<file path="src/rtl/instr_fetch_seq_if.sv">
// Purpose : bus bundle for the MSP430 fetch/decode sequencer.
//   Carries the request/ack memory port, the flush/redirect request and the
//   valid/ready decoded-instruction port toward execute.
// Modports: master = sequencer (drives mem_req/mem_addr and dec_*),
//           slave  = environment (memory, branch unit, execute).
interface instr_fetch_seq_if #(
  parameter int unsigned ADDR_W = 16,
  parameter int unsigned DATA_W = 16
);
  logic              mem_req;
  logic [ADDR_W-1:0] mem_addr;
  logic              mem_ack;
  logic [DATA_W-1:0] mem_rdata;
  logic              flush;
  logic [ADDR_W-1:0] flush_pc;
  logic              dec_valid;
  logic              dec_ready;
  logic [15:0]       dec_instr;
  logic [15:0]       dec_ext0;
  logic [15:0]       dec_ext1;
  logic [1:0]        dec_len;
  logic [1:0]        dec_fmt;
  logic [ADDR_W-1:0] dec_pc;
  logic [2:0]        q_level;

  modport master (
    output mem_req, mem_addr,
    input  mem_ack, mem_rdata,
    input  flush, flush_pc,
    output dec_valid, dec_instr, dec_ext0, dec_ext1, dec_len, dec_fmt, dec_pc,
    output q_level,
    input  dec_ready
  );

  modport slave (
    input  mem_req, mem_addr,
    output mem_ack, mem_rdata,
    output flush, flush_pc,
    input  dec_valid, dec_instr, dec_ext0, dec_ext1, dec_len, dec_fmt, dec_pc,
    input  q_level,
    output dec_ready
  );
endinterface

</file>
<file path="src/rtl/instr_fetch_seq.sv">
// Purpose : MSP430 fetch/decode sequencer. Fetches an opcode plus its 0-2
//   extension words, classifies it (Format I / II / Jump / illegal) and queues
//   complete bundles toward execute, so operand words never reach execute as
//   opcodes. Flush redirects fetch and discards all queued/in-flight work.
// Ports   : clk, rst_n (async active-low)
//           bus (instr_fetch_seq_if.master): mem_req/mem_addr/mem_ack/mem_rdata,
//           flush/flush_pc, dec_valid/dec_ready, dec_instr/ext0/ext1/len/fmt/pc,
//           q_level.
module instr_fetch_seq #(
  parameter int unsigned       ADDR_W   = 16,
  parameter int unsigned       DATA_W   = 16,
  parameter int unsigned       QDEPTH   = 2,
  parameter logic [ADDR_W-1:0] RESET_PC = ADDR_W'(16'hC000)
) (
  input logic clk,
  input logic rst_n,
  instr_fetch_seq_if.master bus
);

  localparam int unsigned IDX_W = (QDEPTH > 1) ? $clog2(QDEPTH) : 1;
  localparam logic [1:0] FMT_ILL = 2'd0;
  localparam logic [1:0] FMT_I   = 2'd1;
  localparam logic [1:0] FMT_II  = 2'd2;
  localparam logic [1:0] FMT_J   = 2'd3;

  typedef enum logic [1:0] {S_OP, S_EXT0, S_EXT1} state_e;

  typedef struct packed {
    logic [15:0]       instr;
    logic [15:0]       ext0;
    logic [15:0]       ext1;
    logic [1:0]        len;
    logic [1:0]        fmt;
    logic [ADDR_W-1:0] pc;
  } bundle_t;

  state_e            state_q, state_d;
  logic [ADDR_W-1:0] pc_q, pc_d;
  logic              req_q, req_d;
  bundle_t           asm_q, asm_d;
  logic              asm_full_q, asm_full_d;
  bundle_t           q_q [QDEPTH];
  bundle_t           q_d [QDEPTH];
  logic [2:0]        level_q, level_d;
  logic              dec_valid_q, dec_valid_d;

  logic [DATA_W-1:0] w;
  logic [3:0]        sa;
  logic [1:0]        as_m;
  logic [1:0]        d_fmt;
  logic              src_ext, dst_ext;
  logic [1:0]        n_ext;
  logic              ack_fire, pop, push;

  // Opcode classification and extension-word count of the returned word
  always_comb begin
    w       = bus.mem_rdata;
    as_m    = w[5:4];
    sa      = w[11:8];
    d_fmt   = FMT_ILL;
    dst_ext = 1'b0;
    if (w[15:13] == 3'b001) begin
      d_fmt = FMT_J;
    end else if (w[15:12] >= 4'h4) begin
      d_fmt   = FMT_I;
      dst_ext = w[7];
    end else if (w[15:10] == 6'b000100 && w[9:7] != 3'b111) begin
      d_fmt = FMT_II;
      sa    = w[3:0];
    end
    // Constant generators (SA=3, SA=2 with As=1x) never take a source word
    src_ext = (d_fmt == FMT_I || d_fmt == FMT_II) &&
              ((as_m == 2'b01 && sa != 4'd3) || (as_m == 2'b11 && sa == 4'd0));
    n_ext   = 2'(src_ext) + 2'(dst_ext);
  end

  // Next-state: queue, assembly register, fetch FSM and request
  always_comb begin
    state_d    = state_q;
    pc_d       = pc_q;
    req_d      = req_q;
    asm_d      = asm_q;
    asm_full_d = asm_full_q;
    q_d        = q_q;
    level_d    = level_q;

    ack_fire = req_q & bus.mem_ack;
    pop      = dec_valid_q & bus.dec_ready;
    push     = asm_full_q & ((level_q < 3'(QDEPTH)) | pop);

    // Shift-register FIFO: slot 0 is always the head
    if (pop) begin
      for (int i = 0; i < int'(QDEPTH) - 1; i++) q_d[IDX_W'(i)] = q_q[IDX_W'(i + 1)];
      q_d[IDX_W'(QDEPTH - 1)] = '0;
      level_d = level_d - 3'd1;
    end
    if (push) begin
      q_d[IDX_W'(level_d)] = asm_q;
      level_d    = level_d + 3'd1;
      asm_full_d = 1'b0;
    end

    if (ack_fire) begin
      pc_d = pc_q + ADDR_W'(2);
      case (state_q)
        S_OP: begin
          asm_d.instr = w[15:0];
          asm_d.ext0  = '0;
          asm_d.ext1  = '0;
          asm_d.len   = n_ext + 2'd1;
          asm_d.fmt   = d_fmt;
          asm_d.pc    = pc_q;
          if (n_ext == 2'd0) asm_full_d = 1'b1;
          else               state_d    = S_EXT0;
        end
        S_EXT0: begin
          asm_d.ext0 = w[15:0];
          if (asm_q.len == 2'd2) begin
            asm_full_d = 1'b1;
            state_d    = S_OP;
          end else begin
            state_d = S_EXT1;
          end
        end
        S_EXT1: begin
          asm_d.ext1 = w[15:0];
          asm_full_d = 1'b1;
          state_d    = S_OP;
        end
        default: state_d = S_OP;
      endcase
    end

    // A request is held until acked. A new opcode fetch only starts when the
    // queue plus the assembly register have room, so the final word of any
    // started instruction always finds the assembly register free.
    if (req_q && !bus.mem_ack) req_d = 1'b1;
    else if (state_d != S_OP)  req_d = 1'b1;
    else req_d = (4'(level_d) + 4'(asm_full_d)) < 4'(QDEPTH);

    if (bus.flush) begin
      state_d    = S_OP;
      pc_d       = bus.flush_pc & ~ADDR_W'(1);
      req_d      = 1'b0;
      asm_d      = '0;
      asm_full_d = 1'b0;
      q_d        = '{default: '0};
      level_d    = '0;
    end

    dec_valid_d = (level_d != 3'd0);
  end

  // State register
  always_ff @(posedge clk or negedge rst_n) begin
    if (!rst_n) begin
      state_q     <= S_OP;
      pc_q        <= RESET_PC;
      req_q       <= 1'b0;
      asm_q       <= '0;
      asm_full_q  <= 1'b0;
      q_q         <= '{default: '0};
      level_q     <= '0;
      dec_valid_q <= 1'b0;
    end else begin
      state_q     <= state_d;
      pc_q        <= pc_d;
      req_q       <= req_d;
      asm_q       <= asm_d;
      asm_full_q  <= asm_full_d;
      q_q         <= q_d;
      level_q     <= level_d;
      dec_valid_q <= dec_valid_d;
    end
  end

  assign bus.mem_req   = req_q;
  assign bus.mem_addr  = pc_q;
  assign bus.dec_valid = dec_valid_q;
  assign bus.dec_instr = q_q[0].instr;
  assign bus.dec_ext0  = q_q[0].ext0;
  assign bus.dec_ext1  = q_q[0].ext1;
  assign bus.dec_len   = q_q[0].len;
  assign bus.dec_fmt   = q_q[0].fmt;
  assign bus.dec_pc    = q_q[0].pc;
  assign bus.q_level   = level_q;

endmodule

</file>
<file path="src/flat_wrapper.sv">
// flat-port wrapper written by rule: the top's interface ports become plain ports
module instr_fetch_seq_flat 
#(
  parameter int unsigned       ADDR_W   = 16,
  parameter int unsigned       DATA_W   = 16,
  parameter int unsigned       QDEPTH   = 2,
  parameter logic [ADDR_W-1:0] RESET_PC = ADDR_W'(16'hC000)
)
  (clk, rst_n, bus_mem_req, bus_mem_addr, bus_mem_ack, bus_mem_rdata, bus_flush, bus_flush_pc, bus_dec_valid, bus_dec_instr, bus_dec_ext0, bus_dec_ext1, bus_dec_len, bus_dec_fmt, bus_dec_pc, bus_q_level, bus_dec_ready);
  instr_fetch_seq_if #(.ADDR_W(ADDR_W), .DATA_W(DATA_W)) bus_i ();
  input logic clk;
  input logic rst_n;
  output wire logic [$bits(bus_i.mem_req)-1:0] bus_mem_req;
  output wire logic [$bits(bus_i.mem_addr)-1:0] bus_mem_addr;
  input wire logic [$bits(bus_i.mem_ack)-1:0] bus_mem_ack;
  input wire logic [$bits(bus_i.mem_rdata)-1:0] bus_mem_rdata;
  input wire logic [$bits(bus_i.flush)-1:0] bus_flush;
  input wire logic [$bits(bus_i.flush_pc)-1:0] bus_flush_pc;
  output wire logic [$bits(bus_i.dec_valid)-1:0] bus_dec_valid;
  output wire logic [$bits(bus_i.dec_instr)-1:0] bus_dec_instr;
  output wire logic [$bits(bus_i.dec_ext0)-1:0] bus_dec_ext0;
  output wire logic [$bits(bus_i.dec_ext1)-1:0] bus_dec_ext1;
  output wire logic [$bits(bus_i.dec_len)-1:0] bus_dec_len;
  output wire logic [$bits(bus_i.dec_fmt)-1:0] bus_dec_fmt;
  output wire logic [$bits(bus_i.dec_pc)-1:0] bus_dec_pc;
  output wire logic [$bits(bus_i.q_level)-1:0] bus_q_level;
  input wire logic [$bits(bus_i.dec_ready)-1:0] bus_dec_ready;
  assign bus_mem_req = bus_i.mem_req;
  assign bus_mem_addr = bus_i.mem_addr;
  assign bus_i.mem_ack = bus_mem_ack;
  assign bus_i.mem_rdata = bus_mem_rdata;
  assign bus_i.flush = bus_flush;
  assign bus_i.flush_pc = bus_flush_pc;
  assign bus_dec_valid = bus_i.dec_valid;
  assign bus_dec_instr = bus_i.dec_instr;
  assign bus_dec_ext0 = bus_i.dec_ext0;
  assign bus_dec_ext1 = bus_i.dec_ext1;
  assign bus_dec_len = bus_i.dec_len;
  assign bus_dec_fmt = bus_i.dec_fmt;
  assign bus_dec_pc = bus_i.dec_pc;
  assign bus_q_level = bus_i.q_level;
  assign bus_i.dec_ready = bus_dec_ready;
  instr_fetch_seq #(.ADDR_W(ADDR_W), .DATA_W(DATA_W), .QDEPTH(QDEPTH), .RESET_PC(RESET_PC)) u_core (.clk(clk), .rst_n(rst_n), .bus(bus_i));
endmodule
</file>
<file path="config.mk">
export PLATFORM = sky130hd
export DESIGN_NAME = instr_fetch_seq_flat
export DESIGN_NICKNAME = d
export VERILOG_FILES = /design/src/rtl/instr_fetch_seq_if.sv /design/src/rtl/instr_fetch_seq.sv /design/src/flat_wrapper.sv
export SDC_FILE = /design/constraint.sdc
export NUM_CORES = 1
export LEC_CHECK = 0
export ABC_AREA = 0
export BUFFER_PORTS_ARGS = -buffer_cell sky130_fd_sc_hd__buf_2
export CAP_MARGIN = 20
export CORE_MARGIN = 1.5
export CORE_UTILIZATION = 50
export DETAILED_ROUTE_END_ITERATION = 12
export GPL_ROUTABILITY_DRIVEN = 1
export MAX_ROUTING_LAYER = met4
export PLACE_DENSITY = 0.7
export SLEW_MARGIN = 25
export SYNTH_ARGS = -nofsm -noshare
export SYNTH_HDL_FRONTEND = slang
export SYNTH_SLANG_ARGS = --single-unit
export TNS_END_PERCENT = 10
</file>
<file path="constraint.sdc">
create_clock -name clk -period 3.6 [get_ports clk]
set_input_delay 0.18 -clock clk [delete_from_list [all_inputs] [get_ports clk]]
set_output_delay 0.18 -clock clk [all_outputs]
set_load 0.02 [all_outputs]
</file>
==> impl_results.rst, run 1 <==
.. list-table::
   :header-rows: 1

   * - Metric
     - Value
   * - Global placer's final weighted congestion
     - 0.810
   * - Drt drc
     - 0
   * - Detail Route Antenna Nets
     - 0
   * - Number of antenna violations at the first check in global routing
     - 0
   * - Kind of cell with the highest combined delay on the critical path
     - adder cells
   * - Num CTS Buffers
     - 17
   * - Critical Path Source Type
     - flip-flop
   * - Post-route clock period utilization
     - 80.0%
   * - TNS Setup
     - 0 ps
   * - Placement Rows
     - 42
   * - Synthesized netlist cell count
     - 715
   * - Register bit total from synthesis
     - 159
   * - Starting density of the core
     - 51.7%
   * - Maximum fanout count along the critical path
     - 6
   * - Met2 track demand over resource
     - 40.7%
   * - Sequential cell area fraction in the yosys report
     - 57.5%
   * - Normalized max-slew margin
     - 39.9%
   * - Detailed-routing iteration count for the pre-antenna-repair pass
     - 5
   * - Clock root buffer master
     - clkbuf_16
   * - IO buf count
     - 123
   * - Max H-tree Level
     - 4
   * - Width of the die
     - 121 µm
   * - Clock slew at reported path FFs
     - 60 ps
   * - RSZ-0062 raised after global routing
     - no
   * - Critical Path Most Common Cell
     - ha_1
   * - Crit path capture type
     - flip-flop
   * - Minimum setup slack among reg-to-reg paths
     - 720 ps
   * - Mean area per synthesized cell
     - 9.68 µm²
   * - Status
     - finished, final reports clean
   * - CP arrival
     - 3230 ps
   * - Largest stage delay on the critical path
     - 510 ps
   * - Total setup buffers inserted after CTS
     - 0
   * - # IOs
     - 126
   * - Leakage power
     - 0.00384 µW
   * - Max frequency
     - 347 MHz
   * - Maximum vdd drop
     - 0.000364 V
   * - Final critical-path setup slack
     - 720 ps
   * - Worst setup timing slack at the placement stage
     - 594 ps
   * - Final Routed Wirelength
     - 17.6 mm
   * - Data required time at the worst endpoint
     - 3950 ps
   * - Number of synthesis warnings
     - 0
   * - Worst Hold Class
     - input pin to flip-flop
   * - Post-detailed-route wirelength per cell
     - 17.4 µm
   * - Filler Cell Count
     - 1,131
   * - Initial DRC count
     - 493
   * - Power density cells
     - 558 nW/µm²
   * - Summed instance area of the synthesized netlist
     - 6920 µm²
   * - Proportion of layout cells with a drive suffix above 1
     - 21.4%
   * - Maximum number of pins on one net before global-route repair
     - 113
   * - Synthesized Nets
     - 757
   * - Floorplan die area
     - 14,600 µm²
   * - Number of max-cap violations
     - 0
   * - Clock sink count
     - 159
   * - CTS tree
     - built
   * - Setup-failing EPs final
     - 0
   * - Global Route met3 Usage
     - 6.32%
   * - Number of distinct library cell variants in the gate-level netlist after synthesis
     - 56
   * - Area of the core
     - 13,400 µm²
   * - Pins Over Slew Limit
     - 0
   * - Buffering stage count on the worst path with inverters included
     - 2
   * - Overall via count from detail_route
     - 5,785
   * - Post-synth ARST share
     - 100%
   * - Peak-usage layer in the global routing report
     - met2
   * - Aggregate global routing overflow
     - 0
   * - Number of hold violations in the final report
     - 0
   * - Crit-path cells
     - inv_1 -> ha_1 -> a21oi_1 -> ha_1 -> nand2_1 -> a21oi_1 -> a211oi_1 -> inv_1 -> ha_1 -> or4b_1 -> o21ai_1
   * - Post-DR vias/cell
     - 5.73
   * - Cell with the biggest individual delay on the critical path
     - or4b_1
   * - Met1 global-route usage
     - 33.1%
   * - Tmin final
     - 2880 ps
   * - GRT Overall Usage
     - 25.7%
   * - Number of nets in the finished design
     - 863
   * - Measured slew at the worst slew-check pin
     - 899 ps
   * - Predominant post-synthesis flop cell
     - dfrtp_1
   * - Area of the multi-input gates
     - 2630 µm²
   * - Clock latency at the later pin of the worst-skew pair
     - 430 ps
   * - Via count of the first global-routing pass
     - 5,531
   * - Dpl hpwl
     - 11.3 mm
   * - Vertical extent of the die
     - 121 µm
   * - Max Root-Sink Buffers
     - 2
   * - Wire length of the first global-routing pass
     - 28.2 mm
   * - Worst Clk Skew
     - 6.20 ps
   * - Category of the critical setup timing path
     - flip-flop to flip-flop
   * - Number of enable-type register cells in the synthesized netlist
     - 0
   * - Growth of design area from synthesis to finish
     - 19.4%
   * - Count of antenna diodes in the layout
     - 0
   * - Sequential cell area
     - 3980 µm²
[report_power, final]
group	total [µW]	switching, µW	internal (µW)
Combinational	831	579	252
Clock	1760	707	1050
Sequential	2020	120	1900
Total	4610	1410	3210
[logic make-up after synthesis]
kind of cell               synth area share [%]
DFF                                        57.5
AOI/OAI and AO/OA                          16.3
xor gates and xnor gates                   1.39
and+or+nand+nor                            18.8
buffers and inverters                      4.75
other                                    0.0542
muxes                                     0.289
adders and majority gates                 0.904
[state kept, by name, indices dropped and copies added, names as in the netlist]
signal	flops
u_core.bus.dec_ext0	16
u_core.bus.dec_len	2
u_core.asm_full_q	1
u_core.bus.dec_ext1	16
u_core.bus.dec_fmt	2
u_core.asm_q	68
u_core.state_q	2
u_core.bus.mem_req	1
u_core.bus.dec_pc	16
u_core.bus.q_level	3
u_core.bus.dec_instr	16
u_core.bus.dec_valid	1
u_core.bus.mem_addr	15
[layout make-up]
class | instances | area share (%)
clock inverter | 10 | 1.36
multi-input combinational | 491 | 31.8
inverter | 7 | 0.318
tap | 176 | 2.66
timing repair buffer | 145 | 10.1
sequential | 159 | 48.2
clock buffer | 21 | 5.57
[cells in the mapped netlist, types with 3 or more instances]
master    count  area (µm²)
a211oi_1     10        75.1
nand3_1      74         370
a22o_1       32         280
nand2_1     149         559
nor3_1        5        25.0
buf_2        18        90.1
inv_1         7        26.3
buf_1         9        33.8
xor2_1        7        61.3
buf_4         6        45.0
buf_6         4        45.0
nand2b_1      3        18.8
nand4_1       6        37.5
xnor2_1       4        35.0
o21ai_0      12        60.1
ha_1          5        62.6
clkbuf_1     20        75.1
nor2_1       25        93.8
o21ai_1       3        15.0
a21oi_1     112         561
and3_1        5        31.3
dfrtp_1     157        3930
[path summary, 6_finish.rpt]
| kind | from | cells after the start | end |
|---|---|---|---|
| max reg2reg | u_core.bus.q_level[1] | 11 | u_core.bus.mem_req |
| max in group asynchronous | rst_n | 3 | u_core.bus.mem_addr[14] |
| max | u_core.bus.q_level[1] | 11 | u_core.bus.mem_req |
| min in group asynchronous | rst_n | 2 | u_core.bus.dec_ext0[3] |
| min reg2reg | u_core.asm_q[45] | 1 | u_core.asm_q[45] |
| min | bus_flush_pc[10] | 3 | u_core.bus.mem_addr[10] |
[per-layer routing]
layer	wire, µm	vias up
li1	-	2703
met1	7680	2873
met2	8640	184
met3	996	25
met4	258	0
met5	0	-
[what timing repair did]
item | CTS | global route
resized for setup | 0 | 0
hold buffers | 11 | 0
hold endpoints to repair | 120 | 0
[placed cells by master, fill, tap and decap left out, types with 3 or more instances in the layout]
cell type      synthesis  layout
dfrtp_1              157     157
nand2_1              149     149
buf_2                 18     121
a21oi_1              112     112
nand3_1               74      74
a22o_1                32      32
nor2_1                25      23
clkbuf_16              0      17
o21ai_0               12      12
dlygate4sd3_1          0      11
buf_4                  6      11
a211oi_1              10      10
inv_1                  7       7
xor2_1                 7       7
nand4_1                6       6
nor3_1                 5       5
and3_1                 5       5
ha_1                   5       5
xnor2_1                4       4
clkinv_2               0       4
nand2b_1               3       3
o21ai_1                3       3
clkbuf_8               1       3
[stage by stage]
step / total power, µW / area, µm² / hold slack, ps / instances / utilization, %
5_1_grt: 4820 / 8270 / 26.5 / 1009 / 61.7
6_report: 4610 / 8270 / 29.2 / 1009 / 61.7
4_1_cts: 4630 / 8260 / 2.29 / 1009 / 61.6
3_5_place_dp: 2870 / 7580 / 392 / 967 / 56.5
2_1_floorplan: 2600 / 6920 / -116 / 715 / -
3_3_place_gp: 2830 / 7570 / 377 / 967 / 56.5
[worst min-delay path, cell delays in order]
cell and delay, ps:
buf_2 90, inv_1 50, a221oi_1 80
(Power assumes the default switching activity.)
==> run 2: changes to the inputs <==
--- a/config.mk
+++ b/config.mk
@@ -5,7 +5,7 @@
 export SDC_FILE = /design/constraint.sdc
 export NUM_CORES = 1
 export LEC_CHECK = 0
-export ABC_AREA = 0
+export ABC_AREA = 1
 export BUFFER_PORTS_ARGS = -buffer_cell sky130_fd_sc_hd__buf_2
 export CAP_MARGIN = 20
 export CORE_MARGIN = 1.5
@@ -13,7 +13,7 @@
 export DETAILED_ROUTE_END_ITERATION = 12
 export GPL_ROUTABILITY_DRIVEN = 1
 export MAX_ROUTING_LAYER = met4
-export PLACE_DENSITY = 0.7
+export PLACE_DENSITY = 0.72
 export SLEW_MARGIN = 25
 export SYNTH_ARGS = -nofsm -noshare
 export SYNTH_HDL_FRONTEND = slang
==> constraint.sdc (replaced) <==
create_clock -name clk -period 2.3 [get_ports clk]
set_input_delay 0.115 -clock clk [delete_from_list [all_inputs] [get_ports clk]]
set_output_delay 0.115 -clock clk [all_outputs]
set_load 0.02 [all_outputs]
==> run 2 against run 1 <==
- total power increased by 77%
- flip-flop and latch count unchanged
- clock power increased by 70%
- largest power group unchanged
- highest routed layer unchanged
==> impl_results.rst, run 2 <==
.. list-table::
   :header-rows: 1

   * - Metric
     - Value
   * - Initial DRC count
     - 513 (+4.1%)
   * - Yosys top cell by area
     - dfrtp_1
   * - Main area contributors after synthesis
     - dfrtp_1 55%, inv_1 5.6%, a21oi_1 5.5%, a211oi_2 5.3%, nand2_1 4.4%
   * - GRT Overall Usage
     - 26.6% (+0.88 points)
   * - IO buf count
     - 123 (unchanged)
   * - Clock slew at reported path FFs
     - 70 ps (about the same)
   * - Total met2 wirelength after detailed routing
     - 8.68 mm (+0.43%)
   * - Number of hold violations in the final report
     - 0 (unchanged)
   * - Filler Cell Count
     - 1,198 (+5.9%)
   * - Wire length of the first global-routing pass
     - 29.4 mm (+4.1%)
   * - Width of the die
     - 122 µm (+1.5%)
   * - Number of nets in the finished design
     - 921 (+6.7%)
   * - CTS tree
     - built
   * - Most instantiated library cell after synthesis
     - dfrtp_1
   * - Share of the synthesized area in the top cell type
     - 55.1% (-1.7 points)
   * - Most frequent cells in the layout
     - 157 x dfrtp_1, 121 x buf_2, 105 x inv_1
   * - Mean area per synthesized cell
     - 9.51 µm² (-1.8%)
   * - Register bit total from synthesis
     - 159 (unchanged)
   * - Status
     - finished, final reports clean
   * - Floorplan die area
     - 15,000 µm² (+2.9%)
   * - Worst Hold Class
     - input pin to flip-flop
   * - Worst hold margin
     - 12.7 ps (-16.5 ps)
   * - Number of distinct library cell variants in the gate-level netlist after synthesis
     - 35 (-38%)
   * - Post-detailed-route wirelength per cell
     - 17.2 µm (-1.3%)
   * - Synthesized Nets
     - 792 (+4.6%)
   * - Max frequency
     - 473 MHz
   * - Maximum number of pins on one net before global-route repair
     - 64 (-43%)
   * - Max H-tree Level
     - 4 (unchanged)
   * - Cell with the biggest individual delay on the critical path
     - dlygate4sd3_1
   * - Via count of the first global-routing pass
     - 5,572 (+0.74%)
   * - Post-DR vias/cell
     - 5.47 (-4.7%)
   * - Overall via count from detail_route
     - 5,860 (+1.3%)
   * - Data required time at the worst endpoint
     - 2660 ps (-1290 ps)
   * - Clock root buffer master
     - clkbuf_16
   * - Synthesized netlist cell count
     - 750 (+4.9%)
   * - Post-route clock period utilization
     - 91.9%
   * - Crit-path cells
     - dlygate4sd3_1 -> buf_2 -> inv_2 -> o21ai_2 -> o21ai_1 -> nand3_1 -> ha_2 -> or2_2 -> nand2_1 -> nand3_2 -> nand2_1 -> inv_1 -> ha_1 -> inv_1 -> nand2_1 -> inv_1 -> nand2_1 -> a21oi_2
   * - Buffering stage count on the worst path with inverters included
     - 6 (+4)
   * - Placement Rows
     - 43 (+2.4%)
   * - Max reg flops
     - 68 (unchanged)
   * - Largest stage delay on the critical path
     - 530 ps (+20 ps)
   * - Count of antenna diodes in the layout
     - 0 (unchanged)
   * - Kind of cell with the highest combined delay on the critical path
     - buffers and inverters
   * - Leakage power
     - 0.00417 µW (+8.6%)
   * - Register with the most flip-flops
     - u_core.asm_q
   * - Wire length on met1
     - 8.50 mm (+11%)
   * - Aggregate global routing overflow
     - 0 (unchanged)
   * - Vertical extent of the die
     - 122 µm (+1.5%)
   * - Summed instance area of the synthesized netlist
     - 7130 µm² (+3.0%)
   * - Clock latency at the later pin of the worst-skew pair
     - 430 ps (about the same)
   * - Overall power after layout
     - 8170 µW (+77%)
   * - Num CTS Buffers
     - 17 (unchanged)
   * - Drt drc
     - 0 (unchanged)
   * - Hold Crit Depth
     - 3 (unchanged)
   * - Maximum fanout count along the critical path
     - 2 (-4)
   * - Category of the critical setup timing path
     - input pin to flip-flop
   * - Number of stages on the worst setup path
     - 18 (+7)
   * - Area of the core
     - 13,900 µm² (+3.6%)
   * - Global placer's final weighted congestion
     - 0.949 (+17%)
   * - Detail Route Antenna Nets
     - 0 (unchanged)
   * - CP arrival
     - 2470 ps (-760 ps)
   * - Max Root-Sink Buffers
     - 2 (unchanged)
   * - Worst reg2reg path depth
     - 14 (+3)
   * - Maximum vdd drop
     - 0.000597 V (+64%)
   * - Pins Over Slew Limit
     - 0 (unchanged)
   * - Number of enable-type register cells in the synthesized netlist
     - 0 (unchanged)
   * - Detailed-routing iteration count for the pre-antenna-repair pass
     - 5 (unchanged)
   * - Most frequent cells after synthesis
     - 157 x dfrtp_1, 107 x inv_1, 83 x nand2_1
   * - Dpl hpwl
     - 12.3 mm (+8.8%)
   * - Clock sink count
     - 159 (unchanged)
   * - Crit path capture type
     - flip-flop
   * - Normalized max-slew margin
     - 60.9% (+21 points)
   * - Met3 wire len
     - 916 µm (-8.0%)
   * - Critical Path Most Common Cell
     - nand2_1
   * - Number of synthesis warnings
     - 0 (unchanged)
   * - Number of antenna violations at the first check in global routing
     - 0 (unchanged)
   * - Starting density of the core
     - 51.4% (-0.28 points)
   * - Setup-failing EPs final
     - 0 (unchanged)
   * - Critical Path Source Type
     - input pin
   * - Number of placed instances with taps included
     - 1,032 (+6.7%)
   * - Measured slew at the worst slew-check pin
     - 585 ps (-314 ps)
   * - Predominant post-synthesis flop cell
     - dfrtp_1
   * - Final Routed Wirelength
     - 18.4 mm (+4.8%)
   * - Proportion of layout cells with a drive suffix above 1
     - 26.0% (+4.6 points)
   * - Minimum setup slack among reg-to-reg paths
     - 230 ps (-490 ps)
   * - Top Metal Used
     - met4
   * - Power density cells
     - 937 nW/µm² (+68%)
   * - Tmin final
     - 2110 ps
   * - Worst Clk Skew
     - 9.53 ps (+3.33 ps)
   * - Number of max-cap violations
     - 0 (unchanged)
   * - Most common cell after layout, fill and taps aside
     - dfrtp_1
   * - Non-filler cells in the finished layout
     - 1,072 (+6.2%)
   * - # IOs
     - 126 (unchanged)
   * - Post-synth ARST share
     - 100% (unchanged)
   * - Growth of design area from synthesis to finish
     - 22.3%
   * - Sequential cell area fraction in the yosys report
     - 55.8% (-1.7 points)
run 2: area by class of cell:
| class | instances | area, µm² | share of cell area, % |
|---|---|---|---|
| clock buffer | 19 | 453 | 5.19 |
| clock inverter | 13 | 175 | 2.01 |
| inverter | 110 | 415 | 4.76 |
| multi-input combinational | 432 | 2510 | 28.8 |
| sequential | 159 | 3980 | 45.6 |
| tap | 180 | 225 | 2.58 |
| timing repair buffer | 159 | 960 | 11.0 |
run 2: path summary, 6_finish.rpt:
path | startpoint | endpoint
hold reg to reg | u_core.asm_q[0] | u_core.asm_q[0]
min in group asynchronous | rst_n | u_core.bus.dec_ext0[0]
max in group asynchronous | rst_n | u_core.asm_q[10]
setup reg to reg | u_core.bus.q_level[1] | u_core.bus.mem_req
hold / removal | bus_mem_rdata[8] | u_core.asm_q[60]
setup / recovery | bus_mem_rdata[1] | u_core.bus.mem_req
run 2: where the power goes:
group / switching [µW] / internal, µW
combinational: 1310 / 583
sequential: 202 / 3090
clock: 1200 / 1790
run 2: cells by family (layout without fill, tap and decap cells):
kind of cell / after synthesis / count (layout) / synth area share [%]
compound gates: 251 / 251 / 23.5
other cells: 1 / 1 / 0.0526
buf+inv: 159 / 301 / 9.33
flops: 159 / 159 / 55.8
fa+ha+maj: 5 / 5 / 0.877
simple gates: 174 / 174 / 10.2
xor+xnor: 1 / 1 / 0.123
run 2: worst reg2reg max path, cell delays in order (launching register included):
cell and delay (ps):
dfrtp_1 400, inv_1 80, ha_1 270, inv_1 30
nand3_1 50, nand2_1 80, ha_1 270, nand3_1 80
nand2_1 100, ha_1 310, inv_1 50, nand2_1 50
inv_1 60, nand2_1 60, a21oi_2 110
run 2: layer usage:
metal  vias to the layer above  global-route usage (%)
met2                       180                    39.0
met5                         -                       -
met3                        27                    5.07
li1                       2823                       -
met1                      2830                    37.4
met4                         0                    9.08
run 2: stage by stage:
step	area [µm²]	setup TNS (ps)	util, %	setup slack, ps
CTS	8690	0	62.6	114
finish	8720	0	62.8	186
global route	8720	-17.6	62.8	-17.6
global placement	8000	-161	57.6	-161
floorplan	7140	0	-	11.4
detailed placement	8000	-327	57.6	-327
run 2: what timing repair did:
| item | 4_1_cts | 5_1_grt |
|---|---|---|
| gates resized for setup | 0 | 7 |
| setup endpoints to repair | 0 | 1 |
| hold buffers | 6 | 0 |
| endpoints found under the hold margin | 59 | 0 |
| setup buffers | 0 | 2 |
==> run 3: changes to the inputs <==
--- a/config.mk
+++ b/config.mk
@@ -5,7 +5,6 @@
 export SDC_FILE = /design/constraint.sdc
 export NUM_CORES = 1
 export LEC_CHECK = 0
-export ABC_AREA = 1
 export BUFFER_PORTS_ARGS = -buffer_cell sky130_fd_sc_hd__buf_2
 export CAP_MARGIN = 20
 export CORE_MARGIN = 1.5
@@ -13,7 +12,8 @@
 export DETAILED_ROUTE_END_ITERATION = 12
 export GPL_ROUTABILITY_DRIVEN = 1
 export MAX_ROUTING_LAYER = met4
-export PLACE_DENSITY = 0.72
+export PLACE_DENSITY = 0.73
+export REMOVE_ABC_BUFFERS = 1
 export SLEW_MARGIN = 25
 export SYNTH_ARGS = -nofsm -noshare
 export SYNTH_HDL_FRONTEND = slang
==> run 3 against run 2 <==
- the flow now finishes with violations (negative setup slack)
- clock-buffer cell count up 1
- wire length down 2.8%
- largest cell class unchanged
- first-iteration DRC count down 27%
- critical path type is now flip-flop to flip-flop
==> impl_results.rst, run 3 (synthesis results as in run 1) <==
.. list-table::
   :header-rows: 1

   * - Metric
     - Value
   * - Number of nets in the finished design
     - 907 (-1.5%)
   * - Crit-path cells
     - inv_2 -> ha_4 -> a21oi_2 -> ha_1 -> nand2_1 -> a21oi_2 -> a211oi_2 -> inv_1 -> ha_4 -> or4b_1 -> o21ai_1
   * - Sequential cell area
     - 3980 µm² (unchanged)
   * - Overall via count from detail_route
     - 5,933 (+1.2%)
   * - Max Root-Sink Buffers
     - 2 (unchanged)
   * - Area of the multi-input gates
     - 2720 µm² (+8.0%)
   * - IO buf count
     - 123 (unchanged)
   * - Final Routed Wirelength
     - 17.9 mm (-2.8%)
   * - Register with the most flip-flops
     - u_core.asm_q
   * - Most frequent cells in the layout
     - 157 x dfrtp_1, 149 x nand2_1, 121 x buf_2
   * - Maximum vdd drop
     - 0.000518 V (-13%)
   * - Starting density of the core
     - 51.7% (+0.28 points)
   * - Proportion of layout cells with a drive suffix above 1
     - 26.3% (+0.30 points)
   * - Tmin final
     - 2370 ps (+256 ps)
   * - Violations in the final reports
     - negative setup slack
   * - Status
     - complete, but fails checks
   * - Growth of design area from synthesis to finish
     - 26.4%
   * - Measured slew at the worst slew-check pin
     - 759 ps (+174 ps)
   * - Pins Over Slew Limit
     - 0 (unchanged)
   * - Number of antenna violations at the first check in global routing
     - 0 (unchanged)
   * - Cell with the biggest individual delay on the critical path
     - or4b_1
   * - Aggregate global routing overflow
     - 0 (unchanged)
   * - Worst Clk Skew
     - 7.29 ps (-2.24 ps)
   * - Count of antenna diodes in the layout
     - 0 (unchanged)
   * - Power density cells
     - 878 nW/µm² (-6.3%)
   * - Clock root buffer master
     - clkbuf_16
   * - Area of the core
     - 13,400 µm² (-3.5%)
   * - Clock sink count
     - 159 (unchanged)
   * - CP arrival
     - 2730 ps (+260 ps)
   * - Clock latency at the later pin of the worst-skew pair
     - 430 ps (about the same)
   * - Wire length of the first global-routing pass
     - 28.9 mm (-1.6%)
   * - Post-detailed-route wirelength per cell
     - 17.0 µm (-1.1%)
   * - Width of the die
     - 121 µm (-1.4%)
   * - Final critical-path setup slack
     - -70.5 ps (-256 ps)
   * - Dpl hpwl
     - 11.4 mm (-7.9%)
   * - Detailed-routing iteration count for the pre-antenna-repair pass
     - 5 (unchanged)
   * - Global placer's final weighted congestion
     - 0.820 (-14%)
   * - Number of hold violations in the final report
     - 0 (unchanged)
   * - Floorplan die area
     - 14,600 µm² (-2.9%)
   * - # IOs
     - 126 (unchanged)
   * - RSZ-0062 raised after global routing
     - yes
   * - Number of placed instances with taps included
     - 1,000 (-3.1%)
   * - Maximum fanout count along the critical path
     - 2 (unchanged)
   * - Vertical extent of the die
     - 121 µm (-1.4%)
   * - Most common cell after layout, fill and taps aside
     - dfrtp_1
   * - Post-route clock period utilization
     - 103% (+11 points)
   * - Max frequency
     - 422 MHz (-11%)
   * - Setup-failing EPs final
     - 1 (+1)
   * - Worst Hold Class
     - input pin to flip-flop
   * - Via count of the first global-routing pass
     - 5,929 (+6.4%)
   * - Clock slew at reported path FFs
     - 60 ps (about the same)
   * - Non-filler cells in the finished layout
     - 1,054 (-1.7%)
   * - Initial DRC count
     - 374 (-27%)
   * - Max reg flops
     - 68 (unchanged)
   * - Num CTS Buffers
     - 17 (unchanged)
   * - Detail Route Antenna Nets
     - 0 (unchanged)
   * - Overall power after layout
     - 7680 µW (-6.0%)
   * - Number of max-cap violations
     - 0 (unchanged)
   * - Data required time at the worst endpoint
     - 2660 ps (about the same)
   * - Crit path capture type
     - flip-flop
   * - Category of the critical setup timing path
     - flip-flop to flip-flop
   * - Drt drc
     - 0 (unchanged)
   * - Post-DR vias/cell
     - 5.63 (+3.0%)
   * - Leakage power
     - 0.00408 µW (-2.4%)
   * - Placement Rows
     - 42 (-2.3%)
   * - Largest stage delay on the critical path
     - 460 ps (-70 ps)
   * - GRT Overall Usage
     - 25.9% (-0.70 points)
   * - Critical Path Source Type
     - flip-flop
   * - CTS tree
     - built
   * - Normalized max-slew margin
     - 49.4% (-12 points)
   * - Max H-tree Level
     - 4 (unchanged)
   * - Maximum number of pins on one net before global-route repair
     - 70 (+9.4%)
   * - Filler Cell Count
     - 1,083 (-9.6%)
## run 3: cell count changes in the layout (fill, tap and decap cells not counted), moves of 6 or more
cell | before | now
a211oi_1 | 29 | 8
a211oi_2 | 30 | 2
a21oi_1 | 78 | 108
a22o_1 | 0 | 32
buf_4 | 27 | 48
dlygate4sd3_1 | 6 | 15
inv_1 | 105 | 5
nand2_1 | 83 | 149
nand3_1 | 37 | 74
nor2_1 | 39 | 25
o21ai_0 | 51 | 12
o22ai_1 | 31 | 0
o32ai_1 | 16 | 1
xor2_1 | 1 | 7
## run 3: report_power, final
group | switching [µW] | internal [µW] | total (µW)
Sequential | 181 | 2980 | 3160
Clock | 1130 | 1770 | 2900
Combinational | 1010 | 613 | 1620
## run 3: layout make-up
cell class,instances,share of cell area [%]
sequential,159,45.5
clock buffer,20,5.22
tap,176,2.52
inverter,7,0.300
timing repair buffer,188,13.6
clock inverter,12,1.83
multi-input combinational,492,31.0
## run 3: metrics by stage
| step | hold WS [ps] | setup slack (ps) | setup TNS, ps | cell area, µm² | utilization, % |
|---|---|---|---|---|---|
| 2_1_floorplan | -181 | -818 | -56080 | 6620 | - |
| 3_3_place_gp | 70.9 | -404 | -404 | 7850 | 58.6 |
| 3_5_place_dp | 81.5 | -499 | -499 | 7850 | 58.6 |
| 4_1_cts | 1.03 | -97.4 | -418 | 8660 | 64.6 |
| 5_1_grt | 29.1 | -212 | -212 | 8750 | 65.3 |
| 6_report | 14.0 | -70.5 | -70.5 | 8750 | 65.3 |
## run 3: worst max-delay path, delay by kind of cell, from the launching register on
family | cells | cell delay [ps]
adders and majority gates | 3 | 650
AOI/OAI and AO/OA | 4 | 540
and+or+nand+nor | 2 | 540
DFF | 1 | 380
buffers and inverters | 2 | 200
## run 3: metal layers
metal | vias to the layer above | global-route usage [%] | part of all wire [%] | wire, µm
li1 | 2785 | - | - | -
met5 | - | - | 0 | 0
met3 | 23 | 6.89 | 6.8 | 1210
met2 | 195 | 41.9 | 50 | 8930
met1 | 2930 | 32.3 | 42 | 7510
met4 | 0 | 7.50 | 1.4 | 253
## run 3: path summary, 6_finish.rpt
path / start / to / slack, ps / cells past startpoint
worst max-delay path: u_core.bus.q_level[0] / u_core.bus.mem_req / -70 / 11
worst min-delay path: bus_flush_pc[6] / u_core.bus.mem_addr[6] / 10 / 3
worst max register to register: u_core.bus.q_level[0] / u_core.bus.mem_req / -70 / 11
worst min register to register: u_core.asm_q[34] / u_core.asm_q[34] / 510 / 1
max in group asynchronous: rst_n / u_core.bus.mem_addr[15] / 1340 / 3
min in group asynchronous: rst_n / u_core.asm_q[50] / 200 / 2
## run 3: what timing repair did
item                       in CTS  in global routing
setup buffers                   2                  4
setup endpoints to repair       1                 38
pin swaps                       8                  6
hold endpoints to repair       64                  0
hold buffers                   15                  0
gates resized for setup        10                  6
cloned                          0                  1
